`config.mk`:
```
export PLATFORM = sky130hd
export DESIGN_NAME = matrix_frame_scanner
export DESIGN_NICKNAME = d
export VERILOG_FILES = /design/src/rtl/matrix_frame_scanner.sv
export SDC_FILE = /design/constraint.sdc
export NUM_CORES = 1
export LEC_CHECK = 0
export BUFFER_PORTS_ARGS = -buffer_cell sky130_fd_sc_hd__buf_2
export CAP_MARGIN = 0
export CELL_PAD_IN_SITES_DETAIL_PLACEMENT = 1
export CELL_PAD_IN_SITES_GLOBAL_PLACEMENT = 1
export CORE_MARGIN = 2
export CORE_UTILIZATION = 50
export CTS_BUF_LIST = sky130_fd_sc_hd__clkbuf_8
export CTS_CLUSTER_DIAMETER = 60
export DETAILED_ROUTE_END_ITERATION = 12
export PLACE_DENSITY_LB_ADDON = 0.1
export SYNTH_ARGS = -nofsm -noshare
export SYNTH_HDL_FRONTEND = slang
export SYNTH_SLANG_ARGS = --single-unit
```
`constraint.sdc`:
```
create_clock -name CLK -period 3.4 [get_ports CLK]
set_input_delay 0 -clock CLK [delete_from_list [all_inputs] [get_ports CLK]]
set_output_delay 0 -clock CLK [all_outputs]
set_load 0.01 [all_outputs]
```
`src/rtl/matrix_frame_scanner.sv`:
```
// Row-scanning driver for an 8x8 RGB LED matrix with a double-buffered frame store.
// Buffer exchanges are deferred to the frame boundary so the panel never tears.
`timescale 1ns/1ps
module matrix_frame_scanner #(
   parameter int DWELL_CYCLES = 10000,
   parameter int BLANK_CYCLES = 16
) (
   input  logic       CLK,
   input  logic       Clear,
   input  logic       wr_en,
   input  logic [2:0] wr_row,
   input  logic [7:0] wr_r,
   input  logic [7:0] wr_g,
   input  logic [7:0] wr_b,
   input  logic       swap_req,
   input  logic       blank_all,
   output logic [7:0] position_R,
   output logic [7:0] position_G,
   output logic [7:0] position_B,
   output logic [2:0] S,
   output logic       frame_start,
   output logic       swap_ack,
   output logic       swap_pending
);

   localparam int MAXC = (DWELL_CYCLES > BLANK_CYCLES) ? DWELL_CYCLES : BLANK_CYCLES;
   localparam int CW   = (MAXC > 1) ? $clog2(MAXC) : 1;
   localparam logic [CW-1:0] BLANK_LAST = CW'(BLANK_CYCLES - 1);
   localparam logic [CW-1:0] DWELL_LAST = CW'(DWELL_CYCLES - 1);
   localparam logic [CW-1:0] CNT_ZERO   = CW'(0);
   localparam logic [CW-1:0] CNT_ONE    = CW'(1);

   typedef enum logic {ST_BLANK = 1'b0, ST_SHOW = 1'b1} state_t;

   state_t        state_r, state_nx;
   logic [CW-1:0] cnt_r, cnt_nx;
   logic [2:0]    s_r, s_nx;
   logic          front_sel_r;
   logic [23:0]   bank_r [2][8];
   logic [7:0]    pos_red_r, pos_grn_r, pos_blu_r;
   logic [7:0]    red_nx, grn_nx, blu_nx;
   logic          frame_start_r, swap_ack_r, swap_pending_r;
   logic          frame_end_s, swap_commit_s, pending_nx;
   logic [23:0]   front_row_s;

   // Scan sequencer: blanking/dwell phase counting and row advance
   always_comb begin
      state_nx    = state_r;
      cnt_nx      = cnt_r + CNT_ONE;
      s_nx        = s_r;
      frame_end_s = 1'b0;
      case (state_r)
         ST_BLANK: begin
            if (cnt_r == BLANK_LAST) begin
               state_nx = ST_SHOW;
               cnt_nx   = CNT_ZERO;
            end else begin
               state_nx = ST_BLANK;
            end
         end
         ST_SHOW: begin
            if (cnt_r == DWELL_LAST) begin
               state_nx    = ST_BLANK;
               cnt_nx      = CNT_ZERO;
               s_nx        = s_r + 3'd1;
               frame_end_s = (s_r == 3'd7);
            end else begin
               state_nx = ST_SHOW;
            end
         end
         default: begin
            state_nx = ST_BLANK;
            cnt_nx   = CNT_ZERO;
            s_nx     = 3'd0;
         end
      endcase
   end

   // Swap handshake and next column drive (columns are computed for the upcoming cycle)
   always_comb begin
      swap_commit_s = frame_end_s & (swap_pending_r | swap_req);
      if (swap_commit_s) begin
         pending_nx = 1'b0;
      end else if (swap_req) begin
         pending_nx = 1'b1;
      end else begin
         pending_nx = swap_pending_r;
      end
      front_row_s = bank_r[front_sel_r][s_nx];
      if ((state_nx == ST_SHOW) && !blank_all) begin
         red_nx = ~front_row_s[23:16];
         grn_nx = ~front_row_s[15:8];
         blu_nx = ~front_row_s[7:0];
      end else begin
         red_nx = 8'hFF;
         grn_nx = 8'hFF;
         blu_nx = 8'hFF;
      end
   end

   // Control and output registers
   always_ff @(posedge CLK) begin
      if (!Clear) begin
         state_r        <= ST_BLANK;
         cnt_r          <= CNT_ZERO;
         s_r            <= 3'd0;
         front_sel_r    <= 1'b0;
         pos_red_r      <= 8'hFF;
         pos_grn_r      <= 8'hFF;
         pos_blu_r      <= 8'hFF;
         frame_start_r  <= 1'b0;
         swap_ack_r     <= 1'b0;
         swap_pending_r <= 1'b0;
      end else begin
         state_r        <= state_nx;
         cnt_r          <= cnt_nx;
         s_r            <= s_nx;
         front_sel_r    <= front_sel_r ^ swap_commit_s;
         pos_red_r      <= red_nx;
         pos_grn_r      <= grn_nx;
         pos_blu_r      <= blu_nx;
         frame_start_r  <= frame_end_s;
         swap_ack_r     <= swap_commit_s;
         swap_pending_r <= pending_nx;
      end
   end

   // Frame store; a write in the swap cycle targets the pre-swap back bank
   always_ff @(posedge CLK) begin
      if (!Clear) begin
         for (int i = 0; i < 8; i++) begin
            bank_r[0][i] <= 24'h000000;
            bank_r[1][i] <= 24'h000000;
         end
      end else if (wr_en) begin
         bank_r[~front_sel_r][wr_row] <= {wr_r, wr_g, wr_b};
      end else begin
         bank_r <= bank_r;
      end
   end

   assign position_R   = pos_red_r;
   assign position_G   = pos_grn_r;
   assign position_B   = pos_blu_r;
   assign S            = s_r;
   assign frame_start  = frame_start_r;
   assign swap_ack     = swap_ack_r;
   assign swap_pending = swap_pending_r;

endmodule
```
==> impl_metrics.yaml, run 1 <==
run_status:
  status: "finished, final reports clean"
setup_path:
  cpMaxStageDelayCell: "mux2i_4"
  cp.buffers_inverters: 1
  crit_arrival_ns: 3.54
  cp_max_fo: 20
  crit_chain: "ha_1, and3_1, nand4_2, mux2i_4, buf_12, o221ai_1, o22ai_1, o2111ai_1"
  max_stage_delay_ns: 0.83
  required_ns: 3.88
  endpoint_kind: "flop"
  critPathLaunchType: "flop"
  path_class: "reg2reg"
  crit_family: "multiplexers"
routing:
  wirelength_um: 74070
  ant_nets: 0
  vias: 18590
  post-route-drc-count: 0
  first_pass_iters: 5
  viasPerCell: 6.218
  dr.first_iter.drc_count: 1383
  post_drt_wl_per_cell_um: 24.77
grt:
  antenna_found_initial: 0
  first_global_vias: 19050
  grt_pass1_wl_um: 112500
  gr-usage-all-layers_pct: 35.05
  grt_max_degree: 143
  grt.overflow.total: 0
placed_design:
  dpl.hpwl_um: 45550
  gp_congestion: 0.8154
  io_buffers: 61
pwr:
  leakage_nw: 7.434
  ir_worst_vdd_mv: 0.3272
  powerDensity_mw_per_mm2: 447.6
timing:
  slew_violations: 0
  holdWs_ns: 0.07221
  rsz0062_at_grt: "no"
  worst_slew_pin_slew_ns: 1.046
  fmax_mhz: 326.7
  final-hold-violation-count: 0
  relSlewSlack_pct: 29.93
  fin_setup_tns_ns: 0
  setup_violations: 0
  finClkSkew_ns: 0.02531
  fin_crit_sh_pct: 90.01
  final.min_clock_period_ns: 3.060
logic_synthesis:
  synth_cell_types: 60
  yosysWarnings: 0
  ys_seq_area_share_pct: 41.83
  avgSynthCellArea_um2: 8.514
  synthCells: 2417
  synth-seq-cells: 430
  async_reset_ff_share_pct: 0
  syn_area_mm2: 0.02058
  synth_edf_count: 0
  synth_fp_nets: 2452
  synthFlopType: "dfxtp_1"
die:
  die_w_um: 206.9
  initial_core_util_pct: 50.51
  die_y_um: 206.9
  fp.coreArea_mm2: 0.04074
  ios: 62
  die_area_mm2: 0.04279
  rows: 74
finish:
  nNetsFinal: 2443
  areaGrowthSynthToFinish_pct: 11.81
  diodes: 0
  drive_above_1_share_pct: 14.81
hold_path:
  hp-class: "in2reg"
cts:
  cts_root_buf: "clkbuf_8"
  post_cts_resized: 0
  numCtsBuffers: 78
  post_cts_buffers: 0
  ctsLongestPathBuffers: 3
  tritoncts: "built"
  clock-sinks: 430
  clk_pin_slew_ns: 0.06
  htreeDepth: 3
  cts_hold_buf: 27
  clk_latency_ns: 0.65
flow_run:
  cap_viol_max_count: 0
[cell families (layout without fill, tap and decap cells)]
logic type	count (synthesis)	after routing	synth area share, %
compound gates	581	581	20.66
xor+xnor	11	11	0.4682
fa+ha+maj	3	3	0.1824
buf+inv	250	291	4.998
flops	430	430	41.83
mux	110	110	11.24
simple gates	1032	1032	20.62
[flip-flops by register name (all words and copies together), names as in the netlist]
signal        flops
bank_r          384
cnt_r            14
S                 3
swap_pending      1
front_sel_r       1
swap_ack          1
position_G        8
position_R        8
state_r           1
position_B        8
frame_start       1
[metal layers]
layer  vias to the layer above  share of wire, %  track usage (%)
met3                       209               7.1            6.201
met4                         0               4.2            15.25
met2                       719                47            58.29
met1                      9391                41            44.77
met5                         -                 0                0
li1                       8272                 -                -
[layout by cell type (no fill, tap or decap), types with 9 or more instances in the layout]
cell type / n
a21boi_0: 375
dfxtp_1: 427
buf_2: 60
o22ai_1: 29
o2111ai_1: 14
and3_1: 9
nand2b_1: 9
nand2_1: 856
inv_1: 34
nand3_1: 22
dlygate4sd3_1: 27
a21boi_1: 10
a221o_1: 14
a21oi_1: 55
nor2_1: 28
mux4_2: 94
nor3b_1: 19
o221ai_1: 23
o21ai_0: 23
buf_12: 9
nor3_1: 21
buf_4: 60
clkbuf_8: 98
or3_1: 17
[final timing paths]
check	from	to	slack, ns	cells after the start
worst max-delay path	cnt_r[0]	position_R[5]	0.34	8
worst min-delay path	wr_row[0]	bank_r[88]	0.07	6
worst max register to register	cnt_r[0]	position_R[5]	0.34	8
worst min register to register	cnt_r[0]	cnt_r[0]	0.45	1
[final cells by class]
cell class / count / area, um2
fillers: 4767 / 17730
repair buffers: 157 / 1215
inverters: 4 / 15.01
multi-input cells: 1737 / 11030
well taps: 532 / 665.6
clock buffers: 97 / 1335
flip-flops and latches: 430 / 8617
clock inverters: 33 / 130.1
[cell usage after synthesis, types with 7 or more instances]
cell type,number,area share [%]
nand2_1,856,16
dfxtp_1,430,42
a21boi_0,375,14
clkbuf_1,197,3.6
mux4_2,94,10
a21oi_1,55,1.3
nor2_1,34,0.62
buf_2,31,0.75
o22ai_1,29,0.88
nor3_1,28,0.68
o21ai_0,23,0.56
o221ai_1,23,0.98
nand3_1,22,0.54
nor3b_1,19,0.69
or3_1,17,0.52
a221o_1,14,0.68
o2111ai_1,14,0.60
a21boi_1,10,0.36
and3_1,9,0.27
nand2b_1,9,0.27
buf_1,8,0.15
mux2i_1,8,0.39
nand4_1,7,0.21
nor2b_1,7,0.21
[tightest hold or removal path: cells and delay by family]
family | cells | cell delay, ns
buffers and inverters | 1 | 0.11
AO/OA/AOI/OAI | 1 | 0.07
AND/OR/NAND/NOR | 4 | 0.48
[power breakdown]
part           switching [W]  internal (W)
clock                0.00221       0.00254
combinational       0.000280      0.000148
sequential         0.0000327       0.00509
total                0.00252       0.00777
[per-stage QoR]
stage | instances | total power [W] | instance area, um2 | setup WS (ns) | utilization, %
floorplan | 2417 | 0.005484 | 20580 | 0.7882 | -
global placement | 2833 | 0.005613 | 21270 | 0.5196 | 52.21
detailed placement | 2833 | 0.005626 | 21270 | 0.4105 | 52.21
CTS | 2990 | 0.01035 | 23010 | 0.4060 | 56.47
global route | 2990 | 0.01060 | 23010 | 0.2699 | 56.47
finish | 2990 | 0.01030 | 23010 | 0.3395 | 56.47
Power figures use the tool's default switching activity.
==> inputs of run 2 (changes only) <==
--- a/config.mk
+++ b/config.mk
@@ -14,7 +14,7 @@
 export CTS_BUF_LIST = sky130_fd_sc_hd__clkbuf_8
 export CTS_CLUSTER_DIAMETER = 60
 export DETAILED_ROUTE_END_ITERATION = 12
-export PLACE_DENSITY_LB_ADDON = 0.1
+export PLACE_DENSITY_LB_ADDON = 0.3
 export SYNTH_ARGS = -nofsm -noshare
 export SYNTH_HDL_FRONTEND = slang
 export SYNTH_SLANG_ARGS = --single-unit
==> run 2 against run 1 <==
Routed wire length up 1.8%. Non-clock buffer count unchanged. Largest power group unchanged. Highest routed layer is now met5. Via count up 1.6%. Worst setup slack worse by 0.0011 ns. Largest cell class unchanged.
==> impl_metrics.yaml, run 2 (same netlist as run 1, synthesis figures left out) <==
routing:
  wirelength_um: 75410
  post_drt_wl_per_cell_um: 25.19
  vias: 18890
  ant_nets: 0
  dr.first_iter.drc_count: 1374
  post-route-drc-count: 0
  viasPerCell: 6.310
  first_pass_iters: 5
timing:
  worst_slew_pin_slew_ns: 1.087
  rsz0062_at_grt: "no"
  slew_violations: 0
  setup_violations: 0
  final-hold-violation-count: 0
  setup_slack_ns: 0.3384
  fin_crit_sh_pct: 90.05
  relSlewSlack_pct: 27.51
  final.min_clock_period_ns: 3.062
  finClkSkew_ns: 0.02858
  fmax_mhz: 326.6
  fin_setup_tns_ns: 0
setup_path:
  reg2reg_from: "cnt_r[0]"
  crit_arrival_ns: 3.55
  cp_max_fo: 15
  endpoint_kind: "flop"
  path_class: "reg2reg"
  critPathLaunchType: "flop"
  cp-startpoint: "cnt_r[0]"
  required_ns: 3.89
grt:
  gr-usage-all-layers_pct: 35.61
  antenna_found_initial: 1
  grt.overflow.total: 0
  grt_pass1_wl_um: 115100
  grt_max_degree: 184
  first_global_vias: 19950
cts:
  clock-sinks: 430
  htreeDepth: 3
  cts_root_buf: "clkbuf_8"
  post_cts_resized: 0
  ctsLongestPathBuffers: 3
  tritoncts: "built"
  clk_latency_ns: 0.65
  numCtsBuffers: 75
  clk_pin_slew_ns: 0.07
finish:
  nNetsFinal: 2440
  drive_above_1_share_pct: 15.00
  top_register: "bank_r"
  largest_reg_flops: 384
  layout_commonest_cell: "nand2_1"
  areaGrowthSynthToFinish_pct: 12.40
  layout_common_cells: "nand2_1 (856), dfxtp_1 (427), a21boi_0 (375)"
  largest_registers: "bank_r (384), cnt_r (14)"
placed_design:
  io_buffers: 61
  gp_congestion: 0.9026
  pre_cts_ws_ns: 0.4080
  dpl.hpwl_um: 47500
die:
  rows: 74
  initial_core_util_pct: 50.51
  die_area_mm2: 0.04279
  ios: 62
  die_w_um: 206.9
  fp.coreArea_mm2: 0.04074
  die_y_um: 206.9
pwr:
  powerDensity_mw_per_mm2: 456.6
  leakage_nw: 7.481
  ir_worst_vdd_mv: 0.2179
hold_path:
  hp-class: "in2reg"
  holdCritStartpoint: "wr_row[2]"
run_status:
  status: "finished, final reports clean"
flow_run:
  cap_viol_max_count: 0
## run 2: cell count changes in the layout (fill, tap and decap cells not counted), sizes merged
cell,delta
clkinvlp,+1
diode,+1
clkinv,+1
buf,-1
bufinv,+3
dlygate4sd3,+1
inv,-4
clkbuf,+1
## run 2: path summary, 6_finish.rpt
check                        to  slack (ns)  depth (start not counted)
setup / recovery  position_R[3]        0.34                          8
hold / removal      bank_r[297]        0.14                          4
setup reg to reg  position_R[3]        0.34                          8
hold reg to reg        cnt_r[0]        0.45                          1
## run 2: timing repair
item / 4_1_cts / 5_1_grt
setup buffers: 0 / 0
hold endpoints to repair: 399 / 0
hold buffers: 28 / 0
## run 2: worst max-delay path, stage by stage, from the launching register on
cell       delay (ns)
dfxtp_1          0.35
ha_1             0.19
and3_1           0.35
nand4_2          0.31
mux2i_4          0.69
buf_4            0.32
o221ai_1         0.15
o22ai_1          0.34
o2111ai_1        0.20
## run 2: routing by layer
| metal | vias up | wire length (um) | global-route usage [%] |
|---|---|---|---|
| li1 | 8279 | - | - |
| met1 | 9497 | 29720 | 43.70 |
| met2 | 827 | 35730 | 59.13 |
| met3 | 280 | 5838 | 6.562 |
| met4 | 2 | 4104 | 19.78 |
| met5 | - | 14 | 0 |
## run 2: report_power, final
group          internal, W  switching (W)  leakage, nW
logic             0.000151       0.000283         3.11
registers          0.00509      0.0000344         3.47
clock network      0.00279        0.00221        0.898
total              0.00803        0.00253         7.48
## run 2: cell type report
cell class                 instances  area [um2]
clock buffer                      98        1349
tap                              532       665.6
clock inverter                    34       217.7
antenna                            1       2.502
fill                            4765       17610
timing repair buffer             157        1242
multi-input combinational       1737       11020
inverter                           4       15.01
sequential                       430        8617
## run 2: per-stage QoR
stage	util, %	hold slack [ns]	std cells	total power [W]	area [um2]
6_report	56.78	0.1421	2993	0.01056	23130
5_1_grt	56.77	0.1731	2992	0.01088	23130
4_1_cts	56.77	0.1030	2992	0.01059	23130
3_5_place_dp	52.24	0.3133	2832	0.005629	21280
3_3_place_gp	52.24	0.3125	2832	0.005612	21280
2_1_floorplan	-	0.1631	2417	0.005484	20580
==> inputs of run 3 (changes only) <==
--- a/config.mk
+++ b/config.mk
@@ -9,6 +9,7 @@
 export CAP_MARGIN = 0
 export CELL_PAD_IN_SITES_DETAIL_PLACEMENT = 1
 export CELL_PAD_IN_SITES_GLOBAL_PLACEMENT = 1
+export CORE_ASPECT_RATIO = 1.1
 export CORE_MARGIN = 2
 export CORE_UTILIZATION = 50
 export CTS_BUF_LIST = sky130_fd_sc_hd__clkbuf_8
==> run 3 against run 2 <==
Final cell count down 0.63%. Largest power group unchanged. Critical endpoint is now position_B[2]. Fmax up 2.9%. Clock skew up 0.0016 ns. Highest routed layer unchanged.
==> impl_metrics.yaml, run 3 (same netlist as run 1, synthesis figures left out) <==
timing:
  setup_violations: 0
  final.min_clock_period_ns: 2.975
  rsz0062_at_grt: "no"
  relSlewSlack_pct: 29.95
  worst_slew_pin_slew_ns: 1.046
  fin_crit_sh_pct: 87.50
  final-hold-violation-count: 0
  slew_violations: 0
  fin_setup_tns_ns: 0
  fmax_mhz: 336.1
  finClkSkew_ns: 0.03017
cts:
  cts_root_buf: "clkbuf_8"
  clk_pin_slew_ns: 0.06
  numCtsBuffers: 74
  clock-sinks: 430
  htreeDepth: 3
  ctsLongestPathBuffers: 3
  tritoncts: "built"
  post_cts_resized: 0
  clk_latency_ns: 0.67
finish:
  register_area_mm2: 0.008617
  fillers: 4697
  layout_commonest_cell: "nand2_1"
  stdcell_area_mm2: 0.02299
  diodes: 0
  layout_common_cells: "nand2_1 (856), dfxtp_1 (427), a21boi_0 (375)"
  nNetsFinal: 2443
  drive_above_1_share_pct: 15.16
  largest_reg_flops: 384
  multiInputGateArea_mm2: 0.01103
  largest_registers: "bank_r (384), cnt_r (14)"
  areaGrowthSynthToFinish_pct: 11.75
  top_register: "bank_r"
setup_path:
  path_class: "reg2reg"
  endpoint_kind: "flop"
  required_ns: 3.90
  critPathLaunchType: "flop"
  cp_max_fo: 22
  crit_arrival_ns: 3.47
routing:
  wirelength_um: 78060
  ant_nets: 0
  post_drt_wl_per_cell_um: 26.25
  viasPerCell: 6.377
  dr.first_iter.drc_count: 1495
  vias: 18970
  first_pass_iters: 5
  post-route-drc-count: 0
die:
  die_w_um: 197.4
  rows: 77
  fp.coreArea_mm2: 0.04037
  die_area_mm2: 0.04279
  die_y_um: 216.8
  ios: 62
  initial_core_util_pct: 50.97
pwr:
  powerDensity_mw_per_mm2: 448.1
  p_int_w: 0.007775
  p_comb_share_pct: 4.3
  p_sw_share_pct: 24.54
  leakage_nw: 7.428
  ir_worst_vdd_mv: 0.2541
  clkPwrFrac_pct: 46.0
  sequentialPowerShare_pct: 49.7
  p_sw_w: 0.002529
hold_path:
  hp-class: "in2reg"
run_status:
  status: "finished, final reports clean"
grt:
  gr-usage-all-layers_pct: 36.78
  antenna_found_initial: 1
  first_global_vias: 20170
  grt_pass1_wl_um: 118700
  grt.overflow.total: 0
  grt_max_degree: 209
placed_design:
  place_area_mm2: 0.02124
  gp_congestion: 0.8659
  dpl.hpwl_um: 48110
  io_buffers: 61
flow_run:
  cap_viol_max_count: 0
==> run 3: critical path, stage by stage (launching register included) <==
cell and delay [ns]:
dfxtp_1 0.35, ha_1 0.20, and3_1 0.32, and4_4 0.62, mux2i_4 0.14, nor2_2 0.76, a221o_1 0.29, o2111ai_1 0.13
==> run 3: power by group through the flow <==
| stage | Combinational [W] | Clock, W | Sequential (W) |
|---|---|---|---|
| 2_1_floorplan | 0.000261 | 0 | 0.00522 |
| 3_3_place_gp | 0.000390 | 0 | 0.00523 |
| 3_5_place_dp | 0.000402 | 0 | 0.00523 |
| 4_1_cts | 0.000432 | 0.00478 | 0.00512 |
| 5_1_grt | 0.000466 | 0.00503 | 0.00513 |
| 6_report | 0.000444 | 0.00474 | 0.00512 |
==> run 3: worst paths after layout <==
| check | startpoint | to | slack, ns | depth (start not counted) |
|---|---|---|---|---|
| worst max register to register | cnt_r[0] | position_B[2] | 0.43 | 7 |
| worst min register to register | cnt_r[0] | cnt_r[0] | 0.45 | 1 |
| worst max-delay path | cnt_r[0] | position_B[2] | 0.43 | 7 |
| worst min-delay path | wr_row[2] | bank_r[12] | 0.18 | 5 |
==> run 3: per-layer routing <==
layer  share of wire, %  GRT usage, %  vias up
li1                   -             -     8282
met1                 39         44.61     9571
met2                 47         60.20      826
met3                7.9         7.717      285
met4                5.8         22.06        2
met5              0.014             0        -
==> run 3: through the flow <==
| step | hold WS [ns] | total power (W) | std cells | util (%) | worst slack, ns |
|---|---|---|---|---|---|
| floorplan | 0.1631 | 0.005484 | 2417 | - | 0.7882 |
| global placement | 0.3110 | 0.005619 | 2817 | 52.62 | 0.5972 |
| detailed placement | 0.3319 | 0.005635 | 2817 | 52.62 | 0.5152 |
| CTS | 0.1286 | 0.01033 | 2974 | 56.96 | 0.4855 |
| global route | 0.1939 | 0.01062 | 2974 | 56.96 | 0.3414 |
| finish | 0.1771 | 0.01030 | 2974 | 56.96 | 0.4251 |
==> run 3: repair_timing <==
item                      CTS  global route
buffers inserted            0             0
hold endpoints to repair  411             0
hold buffers               28             0
==> run 3: cell type report <==
cell class	instances	share of cell area [%]
Clock inverter	32	0.5931
Inverter	4	0.06530
Clock buffer	97	5.806
Timing Repair Buffer	161	5.316
Sequential cell	430	37.47
Tap cell	513	2.791
Multi-Input combinational cell	1737	47.95
